$ cat config.mk
export PLATFORM = sky130hd
export DESIGN_NAME = mmio_controller_flat
export DESIGN_NICKNAME = d
export VERILOG_FILES = /design/src/rtl/mmio_controller_if.sv /design/src/rtl/mmio_controller.sv /design/src/flat_wrapper.sv
export SDC_FILE = /design/constraint.sdc
export NUM_CORES = 1
export LEC_CHECK = 0
export CORE_ASPECT_RATIO = 1.5
export CORE_UTILIZATION = 45
export DETAILED_ROUTE_END_ITERATION = 8
export PLACE_DENSITY_LB_ADDON = 0.1
export SETUP_SLACK_MARGIN = 0.3
export SYNTH_ARGS = -nofsm -noshare
export SYNTH_HDL_FRONTEND = slang
export SYNTH_SLANG_ARGS = --single-unit
$ cat constraint.sdc
create_clock -name clock -period 6.9 [get_ports clock]
set_input_delay 1.38 -clock clock [delete_from_list [all_inputs] [get_ports clock]]
set_output_delay 1.38 -clock clock [all_outputs]
set_load 0.05 [all_outputs]
$ cat src/rtl/mmio_controller_if.sv
// CPU data-port and data-memory bus bundle seen by the MMIO controller.
// The master side is the cpu plus memory; the slave side is the controller.
interface mmio_controller_if #(
  parameter int unsigned DATA_WIDTH = 16,
  parameter int unsigned ADDR_WIDTH = 16
);
  logic [ADDR_WIDTH-1:0] cpu_address;
  logic [DATA_WIDTH-1:0] cpu_write_data;
  logic                  cpu_write_enable;
  logic [DATA_WIDTH-1:0] cpu_read_data;
  logic [ADDR_WIDTH-1:0] mem_address;
  logic [DATA_WIDTH-1:0] mem_write_data;
  logic                  mem_write_enable;
  logic [DATA_WIDTH-1:0] mem_read_data;

  modport master (
    output cpu_address, cpu_write_data, cpu_write_enable, mem_read_data,
    input  cpu_read_data, mem_address, mem_write_data, mem_write_enable
  );

  modport slave (
    input  cpu_address, cpu_write_data, cpu_write_enable, mem_read_data,
    output cpu_read_data, mem_address, mem_write_data, mem_write_enable
  );
endinterface

$ cat src/rtl/mmio_controller.sv
// Memory-mapped I/O controller: debounced input banks, output registers,
// edge status with W1C and masked interrupt; other accesses pass to memory.
module mmio_controller #(
  parameter int unsigned           DATA_WIDTH      = 16,
  parameter int unsigned           ADDR_WIDTH      = 16,
  parameter logic [ADDR_WIDTH-1:0] IO_BASE         = 16'hFF00,
  parameter int unsigned           NUM_IN          = 2,
  parameter int unsigned           IN_WIDTH        = 10,
  parameter int unsigned           NUM_OUT         = 2,
  parameter int unsigned           DEBOUNCE_CYCLES = 4
) (
  input  logic                          clock,
  input  logic                          reset,
  mmio_controller_if.slave              bus,
  input  logic [NUM_IN*IN_WIDTH-1:0]    in_ports,
  output logic [NUM_OUT*DATA_WIDTH-1:0] out_ports,
  output logic                          irq
);

  localparam int unsigned           CNT_W      = $clog2(DEBOUNCE_CYCLES + 1);
  localparam logic [CNT_W-1:0]      CNT_LAST   = CNT_W'(DEBOUNCE_CYCLES - 1);
  localparam logic [ADDR_WIDTH-1:0] OFF_OUT    = ADDR_WIDTH'(16);
  localparam logic [ADDR_WIDTH-1:0] OFF_STATUS = ADDR_WIDTH'(32);
  localparam logic [ADDR_WIDTH-1:0] OFF_MASK   = ADDR_WIDTH'(33);

  // Address decode and memory passthrough
  logic                  io_hit;
  logic                  io_we;
  logic [ADDR_WIDTH-1:0] offset;

  assign io_hit = (bus.cpu_address >= IO_BASE);
  assign offset = bus.cpu_address - IO_BASE;
  assign io_we  = bus.cpu_write_enable & io_hit;

  assign bus.mem_address      = bus.cpu_address;
  assign bus.mem_write_data   = bus.cpu_write_data;
  assign bus.mem_write_enable = bus.cpu_write_enable & ~io_hit;

  // Input synchronizers and debounce
  logic [IN_WIDTH-1:0] sync_a [NUM_IN];
  logic [IN_WIDTH-1:0] sync_b [NUM_IN];
  logic [IN_WIDTH-1:0] stable [NUM_IN];
  logic [CNT_W-1:0]    cnt    [NUM_IN];
  logic [NUM_IN-1:0]   accept;

  always_comb begin
    accept = '0;
    for (int unsigned i = 0; i < NUM_IN; i++)
      accept[i] = (sync_b[i] != stable[i]) && (cnt[i] == CNT_LAST);
  end

  always_ff @(posedge clock) begin
    if (!reset) begin
      for (int unsigned i = 0; i < NUM_IN; i++) begin
        sync_a[i] <= '0;
        sync_b[i] <= '0;
        stable[i] <= '0;
        cnt[i]    <= '0;
      end
    end else begin
      for (int unsigned i = 0; i < NUM_IN; i++) begin
        sync_a[i] <= in_ports[i*IN_WIDTH +: IN_WIDTH];
        sync_b[i] <= sync_a[i];
        if (sync_b[i] == stable[i]) begin
          cnt[i] <= '0;
        end else if (accept[i]) begin
          stable[i] <= sync_b[i];
          cnt[i]    <= '0;
        end else begin
          cnt[i] <= cnt[i] + CNT_W'(1);
        end
      end
    end
  end

  // Register write decode
  logic [DATA_WIDTH-1:0] out_q [NUM_OUT];
  logic [NUM_OUT-1:0]    out_we;
  logic                  status_we;
  logic                  mask_we;
  logic [NUM_IN-1:0]     status_q;
  logic [NUM_IN-1:0]     status_clr;
  logic [NUM_IN-1:0]     status_d;
  logic [NUM_IN-1:0]     mask_q;

  always_comb begin
    out_we = '0;
    for (int unsigned j = 0; j < NUM_OUT; j++)
      out_we[j] = io_we && (offset == OFF_OUT + ADDR_WIDTH'(j));
    status_we = io_we && (offset == OFF_STATUS);
    mask_we   = io_we && (offset == OFF_MASK);
  end

  // A new edge in the same cycle as a W1C keeps its status bit set.
  assign status_clr = status_we ? NUM_IN'(bus.cpu_write_data) : '0;
  assign status_d   = (status_q & ~status_clr) | accept;

  // Read mux; unmapped offsets fall through to zero
  logic [DATA_WIDTH-1:0] rd_data_d;
  logic [DATA_WIDTH-1:0] rd_data_q;
  logic                  rd_io_q;

  always_comb begin
    rd_data_d = '0;
    for (int unsigned i = 0; i < NUM_IN; i++)
      if (offset == ADDR_WIDTH'(i)) rd_data_d = DATA_WIDTH'(stable[i]);
    for (int unsigned j = 0; j < NUM_OUT; j++)
      if (offset == OFF_OUT + ADDR_WIDTH'(j)) rd_data_d = out_q[j];
    if (offset == OFF_STATUS) rd_data_d = DATA_WIDTH'(status_q);
    if (offset == OFF_MASK)   rd_data_d = DATA_WIDTH'(mask_q);
  end

  always_ff @(posedge clock) begin
    if (!reset) begin
      for (int unsigned j = 0; j < NUM_OUT; j++) out_q[j] <= '0;
      status_q  <= '0;
      mask_q    <= '0;
      irq       <= 1'b0;
      rd_io_q   <= 1'b0;
      rd_data_q <= '0;
    end else begin
      for (int unsigned j = 0; j < NUM_OUT; j++)
        if (out_we[j]) out_q[j] <= bus.cpu_write_data;
      if (mask_we) mask_q <= NUM_IN'(bus.cpu_write_data);
      status_q  <= status_d;
      irq       <= |(status_q & mask_q);
      rd_io_q   <= io_hit;
      rd_data_q <= rd_data_d;
    end
  end

  assign bus.cpu_read_data = rd_io_q ? rd_data_q : bus.mem_read_data;

  always_comb begin
    out_ports = '0;
    for (int unsigned j = 0; j < NUM_OUT; j++)
      out_ports[j*DATA_WIDTH +: DATA_WIDTH] = out_q[j];
  end

endmodule

$ cat src/flat_wrapper.sv
// flat-port wrapper written by rule: the top's interface ports become plain ports
module mmio_controller_flat 
#(
  parameter int unsigned           DATA_WIDTH      = 16,
  parameter int unsigned           ADDR_WIDTH      = 16,
  parameter logic [ADDR_WIDTH-1:0] IO_BASE         = 16'hFF00,
  parameter int unsigned           NUM_IN          = 2,
  parameter int unsigned           IN_WIDTH        = 10,
  parameter int unsigned           NUM_OUT         = 2,
  parameter int unsigned           DEBOUNCE_CYCLES = 4
)
  (clock, reset, in_ports, out_ports, irq, bus_cpu_address, bus_cpu_write_data, bus_cpu_write_enable, bus_mem_read_data, bus_cpu_read_data, bus_mem_address, bus_mem_write_data, bus_mem_write_enable);
  mmio_controller_if #(.DATA_WIDTH(DATA_WIDTH), .ADDR_WIDTH(ADDR_WIDTH)) bus_i ();
  input  logic clock;
  input  logic reset;
  input  logic [NUM_IN*IN_WIDTH-1:0] in_ports;
  output logic [NUM_OUT*DATA_WIDTH-1:0] out_ports;
  output logic irq;
  input wire logic [$bits(bus_i.cpu_address)-1:0] bus_cpu_address;
  input wire logic [$bits(bus_i.cpu_write_data)-1:0] bus_cpu_write_data;
  input wire logic [$bits(bus_i.cpu_write_enable)-1:0] bus_cpu_write_enable;
  input wire logic [$bits(bus_i.mem_read_data)-1:0] bus_mem_read_data;
  output wire logic [$bits(bus_i.cpu_read_data)-1:0] bus_cpu_read_data;
  output wire logic [$bits(bus_i.mem_address)-1:0] bus_mem_address;
  output wire logic [$bits(bus_i.mem_write_data)-1:0] bus_mem_write_data;
  output wire logic [$bits(bus_i.mem_write_enable)-1:0] bus_mem_write_enable;
  assign bus_i.cpu_address = bus_cpu_address;
  assign bus_i.cpu_write_data = bus_cpu_write_data;
  assign bus_i.cpu_write_enable = bus_cpu_write_enable;
  assign bus_i.mem_read_data = bus_mem_read_data;
  assign bus_cpu_read_data = bus_i.cpu_read_data;
  assign bus_mem_address = bus_i.mem_address;
  assign bus_mem_write_data = bus_i.mem_write_data;
  assign bus_mem_write_enable = bus_i.mem_write_enable;
  mmio_controller #(.DATA_WIDTH(DATA_WIDTH), .ADDR_WIDTH(ADDR_WIDTH), .IO_BASE(IO_BASE), .NUM_IN(NUM_IN), .IN_WIDTH(IN_WIDTH), .NUM_OUT(NUM_OUT), .DEBOUNCE_CYCLES(DEBOUNCE_CYCLES)) u_core (.clock(clock), .reset(reset), .bus(bus_i), .in_ports(in_ports), .out_ports(out_ports), .irq(irq));
endmodule
== Word-level counts from Yosys, hierarchy flattened ==
Memory sizes are Yosys's and may differ from the RTL's.
Index checks and enable logic that the tools add are counted.
W data, S select, Z words.

* Bits of input ports: 71
* Register bits after elaboration: 22
* Memories kept: 5
* Output and inout bits: 82
* RAM bits: 98
* Word-level logic and storage cells: 109

* Bitwise operators: 22
* Reduce and logical (&&, ||, !) cells: 9
* Add/sub/neg operators: 3
* Muxes and demuxes: 52
* Order comparisons: 1
* Equal/unequal tests: 11

{| class="wikitable"
|+ Memories
! name !! words !! bits a word !! rd ports !! clocked after memory_dff !! write ports !! RTL line !! source
|-
| u_core.out_q || 2 || 16 || 2 || 0 || 2 || mmio_controller.sv:77 || <nowiki>logic [DATA_WIDTH-1:0] out_q [NUM_OUT];</nowiki>
|-
| u_core.stable || 2 || 10 || 2 || 0 || 2 || mmio_controller.sv:42 || <nowiki>logic [IN_WIDTH-1:0] stable [NUM_IN];</nowiki>
|-
| u_core.sync_a || 2 || 10 || 2 || 0 || 2 || mmio_controller.sv:40 || <nowiki>logic [IN_WIDTH-1:0] sync_a [NUM_IN];</nowiki>
|-
| u_core.sync_b || 2 || 10 || 2 || 0 || 2 || mmio_controller.sv:41 || <nowiki>logic [IN_WIDTH-1:0] sync_b [NUM_IN];</nowiki>
|-
| u_core.cnt || 2 || 3 || 2 || 0 || 2 || mmio_controller.sv:43 || <nowiki>logic [CNT_W-1:0] cnt [NUM_IN];</nowiki>
|}

{| class="wikitable"
|+ Operator list
! cell !! count
|-
| $mux W10 || 8
|-
| $mux W16 || 5
|-
| $eq A16 B5 Y1 const B || 2
|-
| $eq A16 B6 Y1 const B || 2
|-
| $mux W1 || 30
|-
| $eq A10 B10 Y1 || 2
|-
| $ne A10 B10 Y1 || 2
|-
| $mux W3 || 6
|-
| $eq A16 B1 Y1 const B || 1
|-
| $ge A16 B16 Y1 const B || 1
|-
| $logic_not A16 Y1 || 1
|-
| $sub A16 B16 Y16 const B || 1
|-
| $or A1 B1 Y1 || 14
|-
| $add A3 B1 Y3 const B || 2
|-
| $eq A3 B2 Y1 const B || 2
|-
| $logic_and A1 B1 Y1 || 6
|-
| $mux W2 || 3
|-
| $and A2 B2 Y2 || 2
|-
| $reduce_or A3 Y1 || 1
|-
| $and A1 B1 Y1 || 2
|-
| $not A1 Y1 || 2
|-
| $not A2 Y2 || 1
|-
| $or A2 B2 Y2 || 1
|-
| $reduce_or A2 Y1 || 1
|}

== Depth between registers and ports, before layout ==
An unclocked memory read counts as a cell.

* Word-level depth: 9
* Depth in mapped cells: 6
* Gate-level depth less buffers: 4

== Worst setup path after synthesis ==
OpenSTA, ideal clock, no wires.

* Path type: input -> output
* From: input bus_cpu_address[13]
* To: output bus_mem_write_enable
* Slack: 3.251 ns
* Arrival time: 2.269 ns
* Data required time: 5.520 ns
* Stages: 4
* Cell sequence: and4_1 -> buf_2 -> nand2_1 -> and2_1

* Word-level cells in the longest chain between the ends: 3

{| class="wikitable"
|+ RTL lines
! what !! RTL line !! source
|-
| start, declared || flat_wrapper.sv:19 || <nowiki>input wire logic [$bits(bus_i.cpu_address)-1:0] bus_cpu_address;</nowiki>
|-
| $ge A16 B16 Y1 || mmio_controller.sv:31 || <nowiki>assign io_hit = (bus.cpu_address >= IO_BASE);</nowiki>
|-
| $not A1 Y1 || mmio_controller.sv:37 || <nowiki>assign bus.mem_write_enable = bus.cpu_write_enable & ~io_hit;</nowiki>
|-
| $and A1 B1 Y1 || mmio_controller.sv:37 ||
|-
| end, declared || flat_wrapper.sv:26 || <nowiki>output wire logic [$bits(bus_i.mem_write_enable)-1:0] bus_mem_write_enable;</nowiki>
|}

Every way passes these cells.

== Final worst setup path ==
* From: input bus_cpu_address[8]
* To: output bus_mem_write_enable

Same word-level chain as after synthesis.

==> qor.csv <==
metric,value,unit
H-tree levels,4,
post-synthesis cell type count,41,
number of global-route vias before repair,3572,
Required @ worst endpoint,5.52,ns
most frequent cells in the layout,"151 x clkdlybuf4s50_1, 62 x dfxtp_1, 58 x and2_1, 58 x edfxtp_1, 31 x nand2_1",
dominant cells by area after synthesis,"edfxtp_1 34%, dfxtp_1 24%, and2_1 7.0%",
CTS tree,done,
"Slowest-stage cell, CP",clkdlybuf4s50_1,
Clock transition at path regs,0.05,ns
switching share of total power,0.235,
"Seq/Total Area, Yosys",0.576,
most frequent CP cell,clkdlybuf4s50_1,
Final setup viols,0,
setup bufs post-CTS,0,
gr ovfl total,0,
ys flop type,dfxtp_1,
final instance area,0.00721,mm²
"Async S/R FF share, synth",0,
Pleak,0.00268,µW
largest net degree at the start of global routing,68,
Die Area,0.0119,mm²
Slew @ Worst Pin,0.983,ns
DPL Wire Length,8110,µm
sequential fraction of design power,0.405,
worst path buffer plus inverter count,2,
row count,47,
Hold WC Path Type,register to register,
Max IR drop VDD,222,µV
Core ar.,0.0111,mm²
Tot Pwr,1970,µW
placed instance area,0.00657,mm²
cell-by-cell listing of the critical path,"clkdlybuf4s50_1, and4_1, nand2_1, and2_1, clkdlybuf4s50_1",
minimum clock period,4.62,ns
Startpoint Class,primary input,
# clock sinks,120,
crit share post-route,0.669,
RSZ-0062 raised after global routing,false,
crit-path max FO,6,
port buffer count,152,
CTS Hold Buffers Added,0,
aggregate negative setup slack,0,ns
routed via count,3501,
post-synthesis average cell area,12.0,µm²
cell count after synthesis,433,
routability congestion estimate from global placement,0.822,
"commonest non-fill, non-tap cell in the layout",clkdlybuf4s50_1,
cts repair resizes,0,
status,"complete, no violations",
Vias/cell,4.87,
nets,634,
area fraction of the dominant cell type after synthesis,0.337,
Min Hold Slack,0.426,ns
wire per inst,15.5,µm
post-synth top area cell,edfxtp_1,
Remaining DRCs,0,
max incr delay on CP,0.69,ns
CP top delay family,buffers and inverters,
CTS root buf,clkbuf_16,
Initial Util,0.466,
Clock Path Buffers,2,
f_max,217,MHz
crit end category,primary output,
num ports,153,
register bit total from synthesis,120,
global-route wire length before repair,17600,µm
initial antenna violation count,0,
Post-synth EDFFs,58,
router iterations before antenna repair,4,
Final Max Slew Viols,0,
combinational share of power,0.133,
Worst-Skew Late Latency,0.40,ns
PD cells,273,mW/mm²
share of cells above drive strength 1,0.121,
cell area after synthesis,0.00517,mm²
post-route ant nets,0,
Worst EP arrival,3.24,ns
crit path kind,primary input to primary output,
Layout Area Growth over Synthesis,39.2,%
"Hold Vio Cnt, Final",0,
Yosys warning total,0,
max-cap viol count,0,
P_sw,461,µW
global router's overall resource usage,0.201,
chip width,89.6,µm
Post-Route WL,11100,µm
die height,133,µm
skew final,0.00946,ns
TritonCTS buffer count,17,
ANT cells,0,
Clock power frac,0.462,
Starting DRT DRC Count,140,
Rel. slew slack,0.344,
internal cell power,1500,µW
-- sequential cells by signal (all words and copies together) (netlist names) --
name              cells
u_core.out_q         32
u_core.stable        20
u_core.sync_a        20
u_core.sync_b        20
u_core.rd_data_q     16
u_core.cnt            6
u_core.mask_q         2
u_core.status_q       2
u_core.irq            1
u_core.rd_io_q        1
-- area by class of cell --
cell class | count | area (µm²)
timing repair buffer | 157 | 1550
fill | 851 | 3910
clock buffer | 28 | 591
tap | 147 | 184
clock inverter | 4 | 46.3
sequential | 120 | 2980
multi-input combinational | 258 | 1830
inverter | 5 | 18.8
-- stage by stage --
| step | worst slack, ns | util | cells |
|---|---|---|---|
| floorplan | 3.25 | - | 438 |
| global placement | 2.30 | 0.591 | 687 |
| detailed placement | 2.28 | 0.591 | 687 |
| CTS | 2.27 | 0.648 | 719 |
| global route | 2.18 | 0.648 | 719 |
| finish | 2.28 | 0.648 | 719 |
-- layer usage --
metal | track usage | share of wire | up-vias
met5 | 0 | 0 | -
met4 | 0.0829 | 0.018 | 0
met3 | 0.0539 | 0.054 | 18
met2 | 0.364 | 0.55 | 130
met1 | 0.212 | 0.38 | 1627
li1 | - | - | 1726
-- worst paths after layout --
check	from	to	slack [ns]	cells past startpoint
setup reg to reg	u_core.stable[0][18]	u_core.stable[0][19]	4.92	5
hold / removal	u_core.sync_a[0][8]	u_core.sync_b[0][8]	0.43	1
hold reg to reg	u_core.sync_a[0][8]	u_core.sync_b[0][8]	0.43	1
setup / recovery	bus_cpu_address[8]	bus_mem_write_enable	2.28	5
-- synth_stat cells (2+ instances only) --
cell      number
dfxtp_1       62
and2_1        58
edfxtp_1      58
buf_4         32
nand2_1       31
a21oi_1       28
mux2i_1       27
xnor2_1       20
mux2_2        16
buf_2         10
nor2_1        10
clkbuf_1       9
o22a_1         7
nand4_1        6
o21ai_0        6
inv_1          5
nor2_2         5
nor4_1         5
ha_1           4
and4_1         3
buf_6          3
nand3_1        2
nand4_2        2
nor3_1         2
nor3_4         2
nor4b_1        2
o21a_1         2
o22ai_1        2
o31ai_2        2
-- worst register-to-register path, stage by stage (launching register included) --
cell,delay (ns)
edfxtp_1,0.41
xnor2_1,0.18
nand4_1,0.16
o31ai_2,0.24
buf_4,0.28
nand2_1,0.34
-- power groups by stage --
stage	logic, µW	clock network [µW]	registers [µW]
after floorplan	135	0	842
after global placement	260	0	809
after detailed placement	263	0	811
after CTS	264	924	796
after global routing	278	961	800
final	262	908	796
-- kinds of logic (layout without fill, tap and decap cells) --
group                    after synthesis  in the layout  synth area share
AO/OA/AOI/OAI                         49             49            0.0583
XOR/XNOR                              20             20            0.0338
adder cells (fa/ha/maj)                4              4           0.00967
buffers and inverters                 60            194            0.0737
flip-flops                           120            120             0.576
multiplexers                          43             43            0.0870
other                                  1              6          0.000725
AND/OR/NAND/NOR                      136            136             0.160
Power figures use the tool's default switching activity.
==> RTL edit: new RTL, same flow settings <==
Register the input `in_ports` before use, with the module's reset. The logic sees it one clock later. The other inputs are not delayed to match.
--- a/src/rtl/mmio_controller.sv
+++ b/src/rtl/mmio_controller.sv
@@ -22,6 +22,16 @@
   localparam logic [ADDR_WIDTH-1:0] OFF_OUT    = ADDR_WIDTH'(16);
   localparam logic [ADDR_WIDTH-1:0] OFF_STATUS = ADDR_WIDTH'(32);
   localparam logic [ADDR_WIDTH-1:0] OFF_MASK   = ADDR_WIDTH'(33);
+
+  logic [NUM_IN*IN_WIDTH-1:0] in_ports_q;
+
+  always_ff @(posedge clock) begin
+    if (!reset) begin
+      in_ports_q <= '0;
+    end else begin
+      in_ports_q <= in_ports;
+    end
+  end
 
   // Address decode and memory passthrough
   logic                  io_hit;
@@ -59,7 +69,7 @@
       end
     end else begin
       for (int unsigned i = 0; i < NUM_IN; i++) begin
-        sync_a[i] <= in_ports[i*IN_WIDTH +: IN_WIDTH];
+        sync_a[i] <= in_ports_q[i*IN_WIDTH +: IN_WIDTH];
         sync_b[i] <= sync_a[i];
         if (sync_b[i] == stable[i]) begin
           cnt[i] <= '0;
Function: changed (a bounded check fails within 10 cycles, from zero or initial values and one cycle with reset low).
==> RTL edit against the original RTL <==
Setup slack improved by 0.095 ns. Global-route usage down 2.2 points. Final area up 6.0%. Sequential cell count up 20. Total power up 6.3%. Synthesized cell count rose by 7.6%. Wire length is 0.16% lower. Area after synthesis is 8.7% higher. Critical path type unchanged. Critical endpoint unchanged. Largest cell class unchanged. Largest power group unchanged.
==> RTL edit: results (changes against the original RTL) <==
run_status:
  status: "completed"
grt:
  grt_pass1_vias: 3643  # +2.0%
  track_usage_pct: 17.9  # -2.2 points
  grt_pass1_wl_mm: 17.8  # +1.6%
  antenna_found_initial: 0  # unchanged
  grt_max_degree: 52  # -24%
sta:
  setup_slack_ns: 2.38  # +0.0951 ns
  skew_ns: 0.0127  # +0.00322 ns
  maxSlewHeadroom_pct: 42.0  # +7.6 points
synthesis:
  synth_edf_count: 58  # unchanged
  async_flop_share_pct: 0  # unchanged
  synthTopCellsByArea: "edfxtp_1, dfxtp_1, and2_1"
  yosys-top-cells-count: "dfxtp_1, and2_1, edfxtp_1"
  yosysSeqAreaShare_pct: 60.1  # +2.5 points
  yosys_warnings: 0  # unchanged
  synthDistinctLibCells: 38  # -7.3%
clock_tree:
  htree_levels: 4  # unchanged
  cts.clk_slew.worst_paths_ns: 0.05  # about the same
  cts_buffers: 17  # unchanged
  cts_setup_buffers: 0  # unchanged
  clockBufferDepth: 2  # unchanged
  cts-root-buf: "clkbuf_16"
  clk_latency_ns: 0.41
  cts-resized-gates: 0  # unchanged
routing:
  routedWlPerCell_um: 14.7  # -5.0%
  vias: 3682  # +5.2%
  first_pass_iters: 4  # unchanged
  drt_iter0_drc: 123  # -12%
finish:
  drive_gt1_share_pct: 10.3  # -1.8 points
  registers.top_by_ff_count: "u_core.out_q"
  largest_register_ffs: 32  # unchanged
  fin_nets: 665  # +4.9%
placement:
  placed_cell_area_mm2: 0.00702  # +6.9%
  dp_slack_ns: 2.38  # +0.0990 ns
  portBuffers: 152  # unchanged
  gp_congestion: 0.840  # +2.2%
  post-dp-hpwl_mm: 8.17  # +0.69%
power:
  max-vdd-ir-drop_mv: 0.189  # -15%
  p_leak_nw: 2.86  # +6.6%
  power.internal_mw: 1.60  # +6.2%
  combPwrFrac_pct: 12.4  # -0.9 points
worst_setup_path:
  cpPeakStageDelay_ns: 0.83  # +0.14 ns
  worst-path-max-fanout: 6  # unchanged
  worstPathArrival_ns: 3.14  # -0.10 ns
  cpLargestDelayFamily: "buffers and inverters"
  cp_slowest_cell: "clkdlybuf4s50_1"
worst_hold_path:
  min_path_type: "reg2reg"
## RTL edit: final cells by class
type                            instances  area [µm²]
Multi-Input combinational cell        267        1870
Clock inverter                          9         106
Tap cell                              153         191
Inverter                                7        26.3
Timing Repair Buffer                  157        1550
Fill cell                             971        4440
Sequential cell                       140        3380
Clock buffer                           23         510
## RTL edit: logic make-up after synthesis
kind of cell             share of synthesized area [%]
AND/OR/NAND/NOR                                   15.7
flip-flops                                        60.1
buffers and inverters                             6.96
AO/OA/AOI/OAI                                     5.20
multiplexers                                      7.98
XOR/XNOR                                          3.11
adder cells (fa/ha/maj)                          0.890
other                                           0.0666
## RTL edit: path summary, 6_finish.rpt
check                            start  depth (start not counted)  slack (ns)              endpoint
setup / recovery   bus_cpu_address[13]                          4        2.38  bus_mem_write_enable
hold / removal    u_core.sync_a[0][13]                          1        0.43  u_core.sync_b[0][13]
setup reg to reg  u_core.stable[0][14]                          5        4.90  u_core.stable[0][12]
hold reg to reg   u_core.sync_a[0][13]                          1        0.43  u_core.sync_b[0][13]
## RTL edit: per-stage QoR
stage               power, mW  utilization, %  hold slack, ns  instances
finish                   2.09            63.2           0.426        756
global route             2.16            63.2           0.441        756
CTS                      2.11            63.2           0.430        756
detailed placement       1.19            58.1           0.417        724
global placement         1.19            58.1           0.413        724
floorplan                1.10               -           0.412        471
## RTL edit: power by group through the flow
stage	clock, mW	sequential, mW	combinational [mW]
CTS	0.936	0.913	0.262
global route	0.972	0.917	0.274
finish	0.918	0.913	0.259
detailed placement	0	0.931	0.261
global placement	0	0.929	0.259
floorplan	0	0.962	0.134
## RTL edit: routing by layer
metal	routed length [µm]	global-route usage (%)	up-vias
met5	0	0	-
met4	51	5.34	0
met3	684	4.88	4
met2	6160	33.8	125
met1	4200	18.8	1735
li1	-	-	1818
